File: config.mk
export PLATFORM = sky130hd
export DESIGN_NAME = channel_sel_mux
export DESIGN_NICKNAME = d
export VERILOG_FILES = /design/src/rtl/channel_sel_pkg.sv /design/src/rtl/blank_timer.sv /design/src/rtl/channel_sel_mux.sv
export SDC_FILE = /design/constraint.sdc
export NUM_CORES = 1
export LEC_CHECK = 0
export BUFFER_PORTS_ARGS = -buffer_cell sky130_fd_sc_hd__buf_2
export CAP_MARGIN = 15
export CORE_UTILIZATION = 40
export DETAILED_ROUTE_END_ITERATION = 8
export PLACE_DENSITY_LB_ADDON = 0.25
export SYNTH_ARGS = -nofsm -noshare
export SYNTH_HDL_FRONTEND = slang
export SYNTH_SLANG_ARGS = --single-unit
File: constraint.sdc
create_clock -name clk -period 1.35 [get_ports clk]
set_clock_uncertainty 0.15 [all_clocks]
set_input_delay 0.0675 -clock clk [delete_from_list [all_inputs] [get_ports clk]]
set_output_delay 0.0675 -clock clk [all_outputs]
set_load 0.005 [all_outputs]
File: src/rtl/channel_sel_pkg.sv
// Shared state encoding, reset constants and width helpers for channel_sel_mux.
package channel_sel_pkg;

  typedef enum logic {
    LOCKED   = 1'b0,
    BLANKING = 1'b1
  } mux_state_t;

  localparam mux_state_t RST_STATE   = LOCKED;
  localparam logic       RST_SEL_ERR = 1'b0;

  // Width of a channel index; never below one bit.
  function automatic int sel_width(input int nch);
    return (nch < 2) ? 1 : $clog2(nch);
  endfunction

  // Width of a counter that must hold values 0..maxval.
  function automatic int cnt_width(input int maxval);
    return (maxval < 1) ? 1 : $clog2(maxval + 1);
  endfunction

endpackage

File: src/rtl/blank_timer.sv
// Loadable down-counter shared by the blanking and dwell timing; stops at zero.
module blank_timer #(
  parameter int CW = 2
) (
  input  logic          clk,
  input  logic          rst,
  input  logic          load,
  input  logic [CW-1:0] load_val,
  input  logic          dec,
  output logic [CW-1:0] count
);

  // NOTE: registers use non-blocking assignments so every flop samples pre-edge values.
  always_ff @(posedge clk) begin
    if (rst) begin
      count <= '0;
    end else if (load) begin
      count <= load_val;
    end else if (dec && (count != '0)) begin
      count <= count - CW'(1);
    end
  end

endmodule

File: src/rtl/channel_sel_mux.sv
// N-channel display selector with blanked channel switching.
// Optional auto-scan rotation is built only when MUX_SCAN_EN is defined.
module channel_sel_mux
  import channel_sel_pkg::*;
#(
  parameter int                WIDTH     = 3,
  parameter int                NCH       = 4,
  localparam int               SELW      = sel_width(NCH),
  parameter int                BLANK     = 2,
`ifdef MUX_SCAN_EN
  parameter int                DWELL     = 8,
`endif
  parameter logic [WIDTH-1:0]  BLANK_VAL = '0
) (
  input  logic                 clk,
  input  logic                 rst,
  input  logic [NCH*WIDTH-1:0] ch_data,
  input  logic [SELW-1:0]      sel,
  input  logic                 sel_load,
`ifdef MUX_SCAN_EN
  input  logic                 scan,
`endif
  output logic [WIDTH-1:0]     result,
  output logic [SELW-1:0]      active_ch,
  output logic                 switching,
  output logic                 sel_err
);

  localparam int BW = cnt_width(BLANK);

  mux_state_t       state, state_nxt;
  logic [SELW-1:0]  target, target_nxt, active_nxt, req_ch;
  logic [WIDTH-1:0] result_nxt;
  logic [WIDTH-1:0] chans [NCH];
  logic [BW-1:0]    blank_cnt;
  logic             sel_in_range, sel_ok, req, blank_load, blank_last;

  for (genvar k = 0; k < NCH; k++) begin : g_ch
    assign chans[k] = ch_data[k*WIDTH +: WIDTH];
  end

  assign sel_in_range = (int'(sel) < NCH);
  assign sel_ok       = sel_load && sel_in_range;
  assign blank_last   = (blank_cnt == BW'(1));
  assign switching    = (state == BLANKING);

  blank_timer #(.CW(BW)) u_blank (
    .clk      (clk),
    .rst      (rst),
    .load     (blank_load),
    .load_val (BW'(BLANK)),
    .dec      (state == BLANKING),
    .count    (blank_cnt)
  );

`ifdef MUX_SCAN_EN
  localparam int DW = cnt_width(DWELL);

  logic [DW-1:0]   dwell_cnt, dwell_val;
  logic [SELW-1:0] next_ch;
  logic            scan_run, dwell_last, dwell_hold;

  // A zero count marks the first scanning cycle, which preloads DWELL-1.
  assign scan_run   = (state == LOCKED) && scan;
  assign dwell_last = scan_run &&
                      ((dwell_cnt == '0) ? (DWELL <= 1) : (dwell_cnt == DW'(1)));
  assign dwell_hold = !scan_run || sel_ok || dwell_last;
  assign dwell_val  = dwell_hold ? '0 : DW'(DWELL - 1);
  assign next_ch    = (active_ch == SELW'(NCH - 1)) ? '0 : active_ch + SELW'(1);

  blank_timer #(.CW(DW)) u_dwell (
    .clk      (clk),
    .rst      (rst),
    .load     (dwell_hold || (dwell_cnt == '0)),
    .load_val (dwell_val),
    .dec      (1'b1),
    .count    (dwell_cnt)
  );
`endif

  always_comb begin
    // NOTE: every variable gets a default first, so no path through this block infers a latch.
    state_nxt  = state;
    target_nxt = target;
    active_nxt = active_ch;
    blank_load = 1'b0;
    req        = 1'b0;
    req_ch     = sel;

    // An explicit load always beats a scan advance in the same cycle.
    if (sel_ok) begin
      req = (sel != active_ch);
    end
`ifdef MUX_SCAN_EN
    else if (dwell_last) begin
      req    = 1'b1;
      req_ch = next_ch;
    end
`endif

    case (state)
      LOCKED: begin
        if (req) begin
          if (BLANK == 0) begin
            active_nxt = req_ch;
          end else begin
            state_nxt  = BLANKING;
            target_nxt = req_ch;
            blank_load = 1'b1;
          end
        end
      end
      BLANKING: begin
        if (sel_ok) begin
          target_nxt = sel;
          blank_load = 1'b1;
        end else if (blank_last) begin
          state_nxt  = LOCKED;
          active_nxt = target;
        end
      end
      default: state_nxt = LOCKED;
    endcase

    // Blank whenever this or the next cycle is not a settled LOCKED cycle.
    result_nxt = ((state == LOCKED) && (state_nxt == LOCKED)) ? chans[active_ch] : BLANK_VAL;
  end

  always_ff @(posedge clk) begin
    if (rst) begin
      state     <= RST_STATE;
      target    <= '0;
      active_ch <= '0;
      result    <= '0;
      sel_err   <= RST_SEL_ERR;
    end else begin
      state     <= state_nxt;
      target    <= target_nxt;
      active_ch <= active_nxt;
      result    <= result_nxt;
      sel_err   <= sel_load && !sel_in_range;
    end
  end

endmodule

### Yosys cells after proc, flatten, opt, wreduce, memory -nomap -nowiden

Cells that the tools add are included.

| storage, ports and cells | value |
|---|---|
| register bits after elaboration | 10 |
| input bits | 17 |
| output and inout bits | 7 |
| word-level logic and storage cells | 40 |

| cells by class | value |
|---|---|
| $add $sub $neg | 1 |
| $lt $le $gt $ge | 1 |
| eq/ne operators | 4 |
| mux-type cells | 15 |
| bitwise operators | 5 |
| reductions and logical operators | 8 |

Operators by type and width:

| kind | count |
|---|---|
| $mux W2 | 4 |
| $bmux W3 S2 | 1 |
| $mux W3 | 2 |
| $mux W1 | 5 |
| $ne A2 B2 Y1 const B | 2 |
| $not A1 Y1 | 4 |
| $pmux W1 S2 | 2 |
| $pmux W2 S2 | 1 |
| $reduce_bool A2 Y1 | 2 |
| $reduce_or A2 Y1 | 2 |
| $ge A3 B3 Y1 const B | 1 |
| $not A2 Y3 | 1 |
| $reduce_and A3 Y1 | 1 |
| $eq A2 B1 Y1 const B | 1 |
| $logic_and A1 B1 Y1 | 2 |
| $ne A2 B2 Y1 | 1 |
| $reduce_and A2 Y1 | 1 |
| $sub A2 B1 Y2 const B | 1 |

### Depth between registers and ports, before layout

Gate-level depths: netlist (run 1).

| depth | value |
|---|---|
| depth after elaboration | 8 |
| gate-level depth with buffers | 6 |
| mapped depth without buffers | 6 |

### Modules after synthesis

Synthesis (run 1) repeated with hierarchy kept, for this count alone.

| second synthesis, totals | value |
|---|---|
| cell total of the unflattened synthesis | 60 |
| area total of the unflattened synthesis | 649.4 um^2 |

By module, submodules not included:

| module | times used | cells an instance | area each (um^2) |
|---|---|---|---|
| channel_sel_mux | 1 | 46 | 523.0 |
| blank_timer | 1 | 14 | 126.4 |

### Worst setup path before layout (run 1)

Ideal clock, no wire load.

| timing | value |
|---|---|
| kind | register to register |
| start point | reg active_ch[0] |
| end point | reg result[0] |
| setup time | 0.115 ns |
| arrival | 1.130 ns |
| data required time | 1.085 ns |
| path slack | -0.045 ns |
| stages on the path, launching flop included | 4 |
| buffers on the path | 1 |
| cell sequence | dfxtp_1 > buf_6 > mux4_2 > and3_1 |

| on the way | value |
|---|---|
| word-level cells in the longest chain between the ends | 8 |
| elaborated cells between the ends (all ways) | 12 |

Ends and longest elaborated chain:

| item | RTL line | text |
|---|---|---|
| start: declaration | channel_sel_mux.sv:24 | `output logic [SELW-1:0] active_ch,` |
| start signal: assignment | channel_sel_mux.sv:139 | `active_ch <= active_nxt;` |
| $ne A2 B2 Y1 | channel_sel_mux.sv:92 | `req = (sel != active_ch);` |
| $mux W1 | channel_sel_mux.sv:91 | `if (sel_ok) begin` |
| $mux W1 | channel_sel_mux.sv:103 | `if (req) begin` |
| $pmux W1 S2 | channel_sel_mux.sv:101 | `case (state)` |
| $not A1 Y1 | channel_sel_mux.sv:126 | `result_nxt = ((state == LOCKED) && (state_nxt == LOCKED)) ? chans[active_ch] : BLANK_VAL;` |
| $logic_and A1 B1 Y1 | channel_sel_mux.sv:126 |  |
| $not A1 Y1 (no source line) | - |  |
| $reduce_or A2 Y1 (no source line) | - |  |
| end signal: assignment | channel_sel_mux.sv:140 | `result <= result_nxt;` |
| end: declaration | channel_sel_mux.sv:23 | `output logic [WIDTH-1:0] result,` |

Several ways; a longest one is shown, not always the timed one. The select of a mux whose other input is x is not followed.
A chain may end at the register's enable or synchronous reset.

### Worst setup path after layout (run 1)

Ends and elaborated chain as after synthesis.

==> metrics.cfg, run 1 <==
[global_routing]
grt_pass1_wl_um=1614
grt_max_degree=9
grt_overflow_total=0
antenna_found_initial=0
grt_pass1_vias=409
grt_usage_pct=15.78

[cells_and_area]
nNetsFinal=109
regArea_um2=206.4
multi_input_area_um2=367.9
finish.instance_area_um2=825.8
final_cell_mix=buf_2 (21), dfxtp_1 (7), buf_4 (6)
antenna_cells=0
utilization_pct=61.91
area.growth.synth_to_final_pct=41.94
layout-drive-gt1-share_pct=55.06
fillerInstances=127
final_common_cell=buf_2

[logic_synthesis]
syn_inst=60
ys_types=25
yosys_warnings=0
synth.top_cell.area_share_pct=34.41
synth_area_leaders=dfxtp_1 (34%), mux4_2 (12%), xor2_2 (5.6%)
syn_avg_cell_area_um2=9.697
synthesis.area_um2=581.8
synth_seq_cells=10
synth.yosys.seq_area_share_pct=34.41
synth_top_area_cell=dfxtp_1
syn-num-nets=79

[routing]
drc_errors=0
drt-total-wl_um=1156
vias=510
vias_per_cell=4.904
first_pass_iters=4
first_iter_violations=3
ant_nets=0
wl_per_cell_um=11.12

[timing]
drv_slew=0
period_minus_slack_ns=1.327
rsz0062_at_grt=yes
fin_tns_setup_ns=0
period_share_pct=98.27
fmax_mhz=753.7
setup_viol=0
finalHoldViolations=0

[worst_setup_path]
cp.arrival_ns=1.33
crit_family=multiplexers
cp-start-kind=register
crit_path_cell_trace=mux4_2 > and3_1
endpoint_kind=register
crit_fanout=7
crit_required_ns=1.36
slowest_delay_ns=0.50
crit_type=reg -> reg
worst-path-buf-inv=0
crit_path_top_delay_cell=mux4_2

[placed_design]
gp_congestion=0.6660
placed_area_um2=723.2
place_hpwl_um=875.1
io_buffers=22

[worst_hold_path]
holdCritPathClass=in -> reg

[die]
core-area_um2=1334
die_area_um2=1611
io_pins=24
rows=13
start_util_pct=43.62
die_width_um=40.14
chipHeight_um=40.14

[run]
drv_cap=0

[clock_network]
cts_max_level=1
cts.path.max_buffers=2
post_cts_buffers=0
clk_pin_slew_ns=0.07
cts_buffers=3
insertion_delay_ns=0.26
clock_sinks=10
cts_root_buf=clkbuf_4
cts_tree=yes

[run_status]
outcome=completed

[pwr]
power_leakage_nw=0.3908
p_per_area_nw_per_um2=882.5
irDropWorstVdd_v=0.0005805

-- power by group --
group | internal (mW) | total, mW | switching [mW]
Clock | 0.164 | 0.268 | 0.104
Sequential | 0.309 | 0.321 | 0.0122
Combinational | 0.0802 | 0.140 | 0.0593
-- layer usage --
| layer | share of wire, % | global-route usage [%] | up-vias |
|---|---|---|---|
| met5 | 0 | 0 | - |
| li1 | - | - | 267 |
| met2 | 51 | 26.21 | 9 |
| met1 | 46 | 18.03 | 234 |
| met3 | 3.5 | 6.667 | 0 |
| met4 | 0 | 5.172 | 0 |
-- registers in the layout, summed over array words and instances (netlist names) --
signal and flops:
result 3, switching 1, u_blank.count 2, active_ch 2
target 2
-- timing repair --
item                                   4_1_cts  5_1_grt
resized for setup                            2       11
endpoints found under the hold margin        6        0
hold buffers                                 2        0
setup endpoints to repair                    4        9
pin swaps                                    0        3
-- worst reg2reg max path: cells and delay by family, from the launching register on --
| family | cells | cell delay (ns) |
|---|---|---|
| DFF | 1 | 0.41 |
| muxes | 1 | 0.50 |
| and+or+nand+nor | 1 | 0.17 |
-- worst paths after layout --
kind	cells past startpoint	start	to	slack, ns
max	2	active_ch[0]	result[0]	0.02
min	3	ch_data[7]	result[1]	0.10
max reg2reg	2	active_ch[0]	result[0]	0.02
min reg2reg	2	target[1]	target[1]	0.34
-- synth_stat cells --
| cell | number |
|---|---|
| dfxtp_1 | 10 |
| a21oi_1 | 5 |
| inv_1 | 5 |
| nor2_1 | 5 |
| and3_1 | 3 |
| mux4_2 | 3 |
| nor3_1 | 3 |
| buf_2 | 2 |
| ha_1 | 2 |
| mux2_2 | 2 |
| mux2i_1 | 2 |
| nand2_1 | 2 |
| nand2b_1 | 2 |
| o41ai_1 | 2 |
| xor2_2 | 2 |
| a22o_1 | 1 |
| buf_4 | 1 |
| buf_6 | 1 |
| clkbuf_2 | 1 |
| conb_1 | 1 |
| nand3b_1 | 1 |
| nor3b_1 | 1 |
| o21ai_0 | 1 |
| o21ai_1 | 1 |
| o31a_1 | 1 |
-- area by class of cell --
class	instances	share of cell area [%]
Sequential cell	10	25.00
Inverter	5	2.273
Tap cell	15	2.273
Clock buffer	4	4.394
Timing Repair Buffer	30	21.52
Multi-Input combinational cell	40	44.55
-- metrics by stage --
stage | total power, mW | hold WS, ns | cells | setup slack [ns]
detailed placement | 0.4464 | 0.1986 | 98 | -0.01600
global route | 0.7774 | 0.09120 | 104 | -0.01412
global placement | 0.4442 | 0.1924 | 98 | -0.002908
finish | 0.7287 | 0.1029 | 104 | 0.02329
floorplan | 0.3958 | 0.07092 | 60 | -0.001497
CTS | 0.7231 | 0.09691 | 104 | 0.007814
-- kinds of logic (layout without fill, tap and decap cells) --
group | count (synthesis) | in the layout | share of synthesized area (%)
xor gates and xnor gates | 2 | 2 | 5.591
other | 1 | 1 | 0.6445
and+or+nand+nor | 17 | 17 | 15.05
AOI/OAI and AO/OA | 11 | 11 | 12.04
DFF | 10 | 10 | 34.41
muxes | 7 | 7 | 18.92
buffers and inverters | 10 | 39 | 9.032
adders and majority gates | 2 | 2 | 4.300
(Power assumes the default switching activity.)
==> inputs of run 2 (changes only) <==
--- a/config.mk
+++ b/config.mk
@@ -5,10 +5,12 @@
 export SDC_FILE = /design/constraint.sdc
 export NUM_CORES = 1
 export LEC_CHECK = 0
-export BUFFER_PORTS_ARGS = -buffer_cell sky130_fd_sc_hd__buf_2
+export ABC_AREA = 1
 export CAP_MARGIN = 15
-export CORE_UTILIZATION = 40
+export CORE_AREA = 2 2 39 41
 export DETAILED_ROUTE_END_ITERATION = 8
+export DIE_AREA = 0 0 41 43
+export DONT_BUFFER_PORTS = 1
 export PLACE_DENSITY_LB_ADDON = 0.25
 export SYNTH_ARGS = -nofsm -noshare
 export SYNTH_HDL_FRONTEND = slang
==> metrics.cfg, run 2 <==
[run_status]
outcome=completed  ; unchanged

[logic_synthesis]
synth_edf_count=0  ; unchanged
synth_area_leaders=dfxtp_1 (38%), nor2_1 (9.2%), a21oi_1 (8.5%)  ; was dfxtp_1 (34%), mux4_2 (12%), xor2_2 (5.6%)
synth.yosys.seq_area_share_pct=37.65  ; was 34.41%
async_flop_share_pct=0  ; unchanged
yosys_warnings=0  ; unchanged
syn_avg_cell_area_um2=6.906  ; was 9.697 µm²
synthesis.area_um2=531.8  ; was 581.8 µm²
synth_common_cells=nor2_1 (13), inv_1 (11), dfxtp_1 (10)  ; was dfxtp_1 (10), a21oi_1 (5), inv_1 (5), nor2_1 (5)
syn-num-nets=96  ; was 79
synth_seq_cells=10  ; unchanged
synth.top_cell.area_share_pct=37.65  ; was 34.41%
ys.flop_type=dfxtp_1  ; unchanged
syn_inst=77  ; was 60
synth_top_area_cell=dfxtp_1  ; unchanged
synth.most_common_cell=nor2_1  ; was dfxtp_1
ys_types=16  ; was 25

[routing]
vias_per_cell=4.865  ; was 4.904
met3_length_um=132  ; was 41 µm
ant_nets=0  ; unchanged
wl_per_cell_um=10.69  ; was 11.12 µm
met1Wirelength_um=514  ; was 528 µm
first_pass_iters=4  ; unchanged
top_layer_used=met4  ; was met3
drc_errors=0  ; unchanged
drt-total-wl_um=1187  ; was 1156 µm
vias=540  ; was 510
dr_wl_met2_um=534  ; was 586 µm
first_iter_violations=8  ; was 3

[placed_design]
io_buffers=0  ; was 22
dpl_worst_slack_ns=0.1071  ; was -0.01600 ns
place_hpwl_um=823.5  ; was 875.1 µm
gp_congestion=0.7211  ; was 0.6660

[die]
die_area_um2=1763  ; was 1611 µm²
io_pins=24  ; unchanged
rows=14  ; was 13
start_util_pct=38.43  ; was 43.62%
core-area_um2=1384  ; was 1334 µm²
die_width_um=41  ; was 40.14 µm
chipHeight_um=43  ; was 40.14 µm

[cells_and_area]
antenna_cells=0  ; unchanged
largest_register_ffs=3  ; unchanged
area.growth.synth_to_final_pct=37.65  ; was 41.94%
nNetsFinal=116  ; was 109
utilization_pct=52.89  ; was 61.91%
fillerInstances=128  ; was 127
top_register=result  ; unchanged
final_cell_mix=nor2_1 (13), dlygate4sd3_1 (13), inv_1 (11)  ; was buf_2 (21), dfxtp_1 (7), buf_4 (6)
layout-drive-gt1-share_pct=15.79  ; was 55.06%

[clock_network]
cts_root_buf=clkbuf_4  ; unchanged
cts_max_level=1  ; unchanged
clock_sinks=10  ; unchanged
cts_buffers=3  ; unchanged
insertion_delay_ns=0.26  ; about the same
cts_tree=yes  ; unchanged
cts.path.max_buffers=2  ; unchanged
clk_pin_slew_ns=0.06  ; was 0.07 ns

[worst_setup_path]
cp-start-kind=register  ; unchanged
endpoint_kind=register  ; unchanged
crit_required_ns=1.40  ; was 1.36 ns
cp.arrival_ns=1.28  ; was 1.33 ns
crit_type=reg -> reg  ; unchanged
crit_fanout=4  ; was 7

[global_routing]
grt_max_degree=9  ; unchanged
grt_pass1_vias=464  ; was 409
antenna_found_initial=0  ; unchanged
grt_pass1_wl_um=1683  ; was 1614 µm
grt_usage_pct=14.60  ; was 15.78%
grt_overflow_total=0  ; unchanged

[pwr]
p_per_area_nw_per_um2=860.0  ; was 882.5 nW/µm²
power_leakage_nw=0.3355  ; was 0.3908 nW
power.total_mw=0.6295  ; was 0.7287 mW
irDropWorstVdd_v=0.0005910  ; was 0.0005805 V

[timing]
period_share_pct=91.16  ; was 98.27%
fin_tns_setup_ns=0  ; unchanged
drv_slew=0  ; unchanged
setup_viol=0  ; unchanged
finalHoldViolations=0  ; unchanged
rsz0062_at_grt=no  ; was yes
period_minus_slack_ns=1.231  ; was 1.327 ns
holdWs_ns=0.01041  ; was 0.1029 ns
fmax_mhz=812.6  ; was 753.7 MHz
setup_slack_ns=0.1193  ; was 0.02329 ns

[run]
drv_cap=0  ; unchanged

[worst_hold_path]
holdCritPathClass=in -> reg  ; unchanged

-- run 2: cell count changes in the layout (fill, tap and decap cells not counted), moves of 6 or more --
cell,before,now
dlygate4sd3_1,2,13
nand2_1,2,8
nor2_1,5,13
buf_2,21,0
o21ai_0,1,9
inv_1,3,11
-- run 2: repair_timing --
item,CTS,global route
endpoints found under the setup margin,0,2
hold endpoints to repair,10,0
setup buffers,0,0
hold buffers,13,0
resized for setup,0,3
-- run 2: final timing paths --
| check | endpoint | from | slack (ns) | cells past startpoint |
|---|---|---|---|---|
| worst max-delay path | u_blank.count[0] | u_blank.count[0] | 0.12 | 7 |
| worst min-delay path | result[2] | ch_data[5] | 0.01 | 4 |
| worst max register to register | u_blank.count[0] | u_blank.count[0] | 0.12 | 7 |
| worst min register to register | target[1] | target[1] | 0.33 | 2 |
-- run 2: report_power, final --
group	internal (mW)	total (mW)	switching [mW]	leakage [nW]
Sequential	0.312	0.322	0.00974	0.0822
Clock	0.103	0.196	0.0934	0.0138
Combinational	0.0560	0.111	0.0554	0.240
-- run 2: final cells by class --
| cell class | count | area (µm²) | share of cell area [%] |
|---|---|---|---|
| clock buffers | 3 | 22.52 | 3.077 |
| inverters | 12 | 45.04 | 6.154 |
| well taps | 16 | 20.02 | 2.735 |
| flip-flops and latches | 10 | 200.2 | 27.35 |
| repair buffers | 17 | 160.2 | 21.88 |
| multi-input cells | 53 | 284.0 | 38.80 |
-- run 2: worst max-delay path, cell delays in order, from the launching register on --
cell and delay (ns):
dfxtp_1 0.33, inv_1 0.08, ha_1 0.19, inv_1 0.06
nand2_2 0.07, a21oi_2 0.10, o21ai_0 0.08, a21oi_1 0.11
-- run 2: stage by stage --
stage,instance area (µm²),cells
final,732.0,111
after global routing,732.0,111
after CTS,721.9,111
after detailed placement,569.3,95
after global placement,569.3,95
after floorplan,531.8,77
-- run 2: cell families after synthesis --
family,Yosys count,synth area share (%)
simple gates,28,24.00
flops,10,37.65
compound gates,22,22.12
other cells,1,0.7052
buf+inv,14,10.82
fa+ha+maj,2,4.705
-- run 2: layer usage --
layer / vias to the layer above / global-route usage (%)
li1: 284 / -
met1: 230 / 13.64
met2: 23 / 25.31
met3: 3 / 9.948
met4: 0 / 2.000
met5: - / 0
==> inputs of run 3 (changes only) <==
--- a/config.mk
+++ b/config.mk
@@ -7,11 +7,14 @@
 export LEC_CHECK = 0
 export ABC_AREA = 1
 export CAP_MARGIN = 15
-export CORE_AREA = 2 2 39 41
+export CELL_PAD_IN_SITES_DETAIL_PLACEMENT = 1
+export CELL_PAD_IN_SITES_GLOBAL_PLACEMENT = 2
+export CORE_ASPECT_RATIO = 1.5
+export CORE_UTILIZATION = 26
 export DETAILED_ROUTE_END_ITERATION = 8
-export DIE_AREA = 0 0 41 43
 export DONT_BUFFER_PORTS = 1
 export PLACE_DENSITY_LB_ADDON = 0.25
+export RECOVER_POWER = 25
 export SYNTH_ARGS = -nofsm -noshare
 export SYNTH_HDL_FRONTEND = slang
 export SYNTH_SLANG_ARGS = --single-unit
==> metrics.cfg, run 3 (synthesis gave the netlist of run 2 again) <==
[worst_setup_path]
crit_fanout=4  ; unchanged
slowest_delay_ns=0.33  ; about the same
cp-start-kind=register  ; unchanged
crit_path_top_delay_cell=dfxtp_2  ; was dfxtp_1
cp.arrival_ns=1.30  ; was 1.28 ns
endpoint_kind=register  ; unchanged
crit_path_cell_trace=inv_1 > ha_1 > inv_1 > nand2_2 > a21oi_2 > o21ai_0 > a21oi_1  ; unchanged
crit_path_frequent_cell=inv_1  ; unchanged
crit_type=reg -> reg  ; unchanged
crit_required_ns=1.40  ; about the same

[die]
chipHeight_um=57.39  ; was 43 µm
io_pins=24  ; unchanged
core-area_um2=1878  ; was 1384 µm²
rows=19  ; was 14
die_area_um2=2234  ; was 1763 µm²
die_width_um=38.93  ; was 41 µm
start_util_pct=28.31  ; was 38.43%

[global_routing]
antenna_found_initial=0  ; unchanged
grt_max_degree=9  ; unchanged
grt_pass1_vias=612  ; was 464
grt_pass1_wl_um=2484  ; was 1683 µm
grt_overflow_total=0  ; unchanged
grt_usage_pct=15.88  ; was 14.60%

[cells_and_area]
area.growth.synth_to_final_pct=41.88  ; was 37.65%
nNetsFinal=115  ; was 116
antenna_cells=0  ; unchanged
utilization_pct=40.17  ; was 52.89%
top_register=result  ; unchanged
fillerInstances=226  ; was 128
largest_register_ffs=3  ; unchanged
stdcell_count=116  ; was 111
final_common_cell=dlygate4sd3_1
final_cell_mix=dlygate4sd3_1 (12), inv_1 (11), nor2_1 (11)  ; was nor2_1 (13), dlygate4sd3_1 (13), inv_1 (11)
layout-drive-gt1-share_pct=20.00  ; was 15.79%

[routing]
drt-total-wl_um=1521  ; was 1187 µm
vias=577  ; was 540
wl_per_cell_um=13.11  ; was 10.69 µm
vias_per_cell=4.974  ; was 4.865
drc_errors=0  ; unchanged
first_pass_iters=1  ; was 4
ant_nets=0  ; unchanged
first_iter_violations=0  ; was 8

[placed_design]
placed_cells=98  ; was 95
gp_congestion=0.6877  ; was 0.7211
place_hpwl_um=1068  ; was 823.5 µm
dpl_worst_slack_ns=0.06815  ; was 0.1071 ns
io_buffers=0  ; unchanged

[timing]
holdWs_ns=0.02152  ; was 0.01041 ns
setup_viol=0  ; unchanged
fmax_mhz=796.1  ; was 812.6 MHz
drv_slew=0  ; unchanged
setup_slack_ns=0.09388  ; was 0.1193 ns
period_minus_slack_ns=1.256  ; was 1.231 ns
period_share_pct=93.05  ; was 91.16%
rsz0062_at_grt=yes  ; was no
finalHoldViolations=0  ; unchanged

[clock_network]
cts.path.max_buffers=2  ; unchanged
cts_tree=yes  ; unchanged
clock_sinks=10  ; unchanged
cts_root_buf=clkbuf_4  ; unchanged
clk_pin_slew_ns=0.07  ; was 0.06 ns
cts_buffers=3  ; unchanged
insertion_delay_ns=0.26  ; about the same
cts_max_level=1  ; unchanged

[pwr]
power_leakage_nw=0.3451  ; was 0.3355 nW
irDropWorstVdd_v=0.0004298  ; was 0.0005910 V
p_per_area_nw_per_um2=938.9  ; was 860.0 nW/µm²

[run_status]
outcome=completed  ; unchanged

[worst_hold_path]
holdCritPathClass=in -> reg  ; unchanged

[run]
drv_cap=0  ; unchanged

run 3: cell types whose count changed in the layout (fill, tap and decap cells not counted):
cell,change
buf_4,-1
dfxtp_2,+2
nor2_2,+2
clkbuf_8,+1
dfxtp_1,-2
dlymetal6s4s_1,+1
dlygate4sd3_1,-1
nor2_1,-2
run 3: final timing paths:
| path | startpoint | endpoint | slack (ns) | cells after the start |
|---|---|---|---|---|
| max | u_blank.count[0] | u_blank.count[0] | 0.09 | 7 |
| max reg2reg | u_blank.count[0] | u_blank.count[0] | 0.09 | 7 |
| min reg2reg | target[0] | target[0] | 0.34 | 2 |
| min | ch_data[4] | result[1] | 0.02 | 4 |
run 3: power breakdown:
part | internal, mW | total, mW | leakage (nW) | switching, mW
Clock | 0.164 | 0.269 | 0.0210 | 0.105
Combinational | 0.0566 | 0.114 | 0.241 | 0.0578
Sequential | 0.312 | 0.325 | 0.0832 | 0.0129
Total | 0.533 | 0.708 | 0.345 | 0.176
run 3: final cells by class:
| class | count | area (µm²) | area share, % |
|---|---|---|---|
| clock buffers | 4 | 36.28 | 4.809 |
| inverters | 12 | 45.04 | 5.970 |
| multi-input cells | 53 | 289.0 | 38.31 |
| flip-flops and latches | 10 | 202.7 | 26.87 |
| well taps | 21 | 26.28 | 3.483 |
| repair buffers | 16 | 155.1 | 20.56 |
run 3: what timing repair did:
action                                  in CTS  in global routing
endpoints found under the setup margin       0                 10
hold buffers                                13                  0
buffers inserted                             0                  1
hold endpoints to repair                    10                  0
gates resized for setup                      0                  8
run 3: critical path, delay by kind of cell (launching register included):
family	cells	cell delay (ns)
buffers and inverters	2	0.13
AND/OR/NAND/NOR	1	0.08
flip-flops	1	0.33
AO/OA/AOI/OAI	3	0.30
adder cells (fa/ha/maj)	1	0.19
run 3: through the flow:
step	total power, mW	instance area, µm²	TNS (ns)
after floorplan	0.3911	531.8	0
after global placement	0.4012	560.5	0
after detailed placement	0.4024	560.5	0
after CTS	0.7141	726.9	0
after global routing	0.7517	754.5	-0.04016
final	0.7084	754.5	0
run 3: layer usage:
layer | global-route usage (%) | vias to the layer above | wire length (µm)
li1 | - | 285 | -
met1 | 14.29 | 270 | 556
met2 | 30.48 | 20 | 884
met3 | 2.335 | 2 | 68
met4 | 8.867 | 0 | 12
met5 | 0 | - | 0
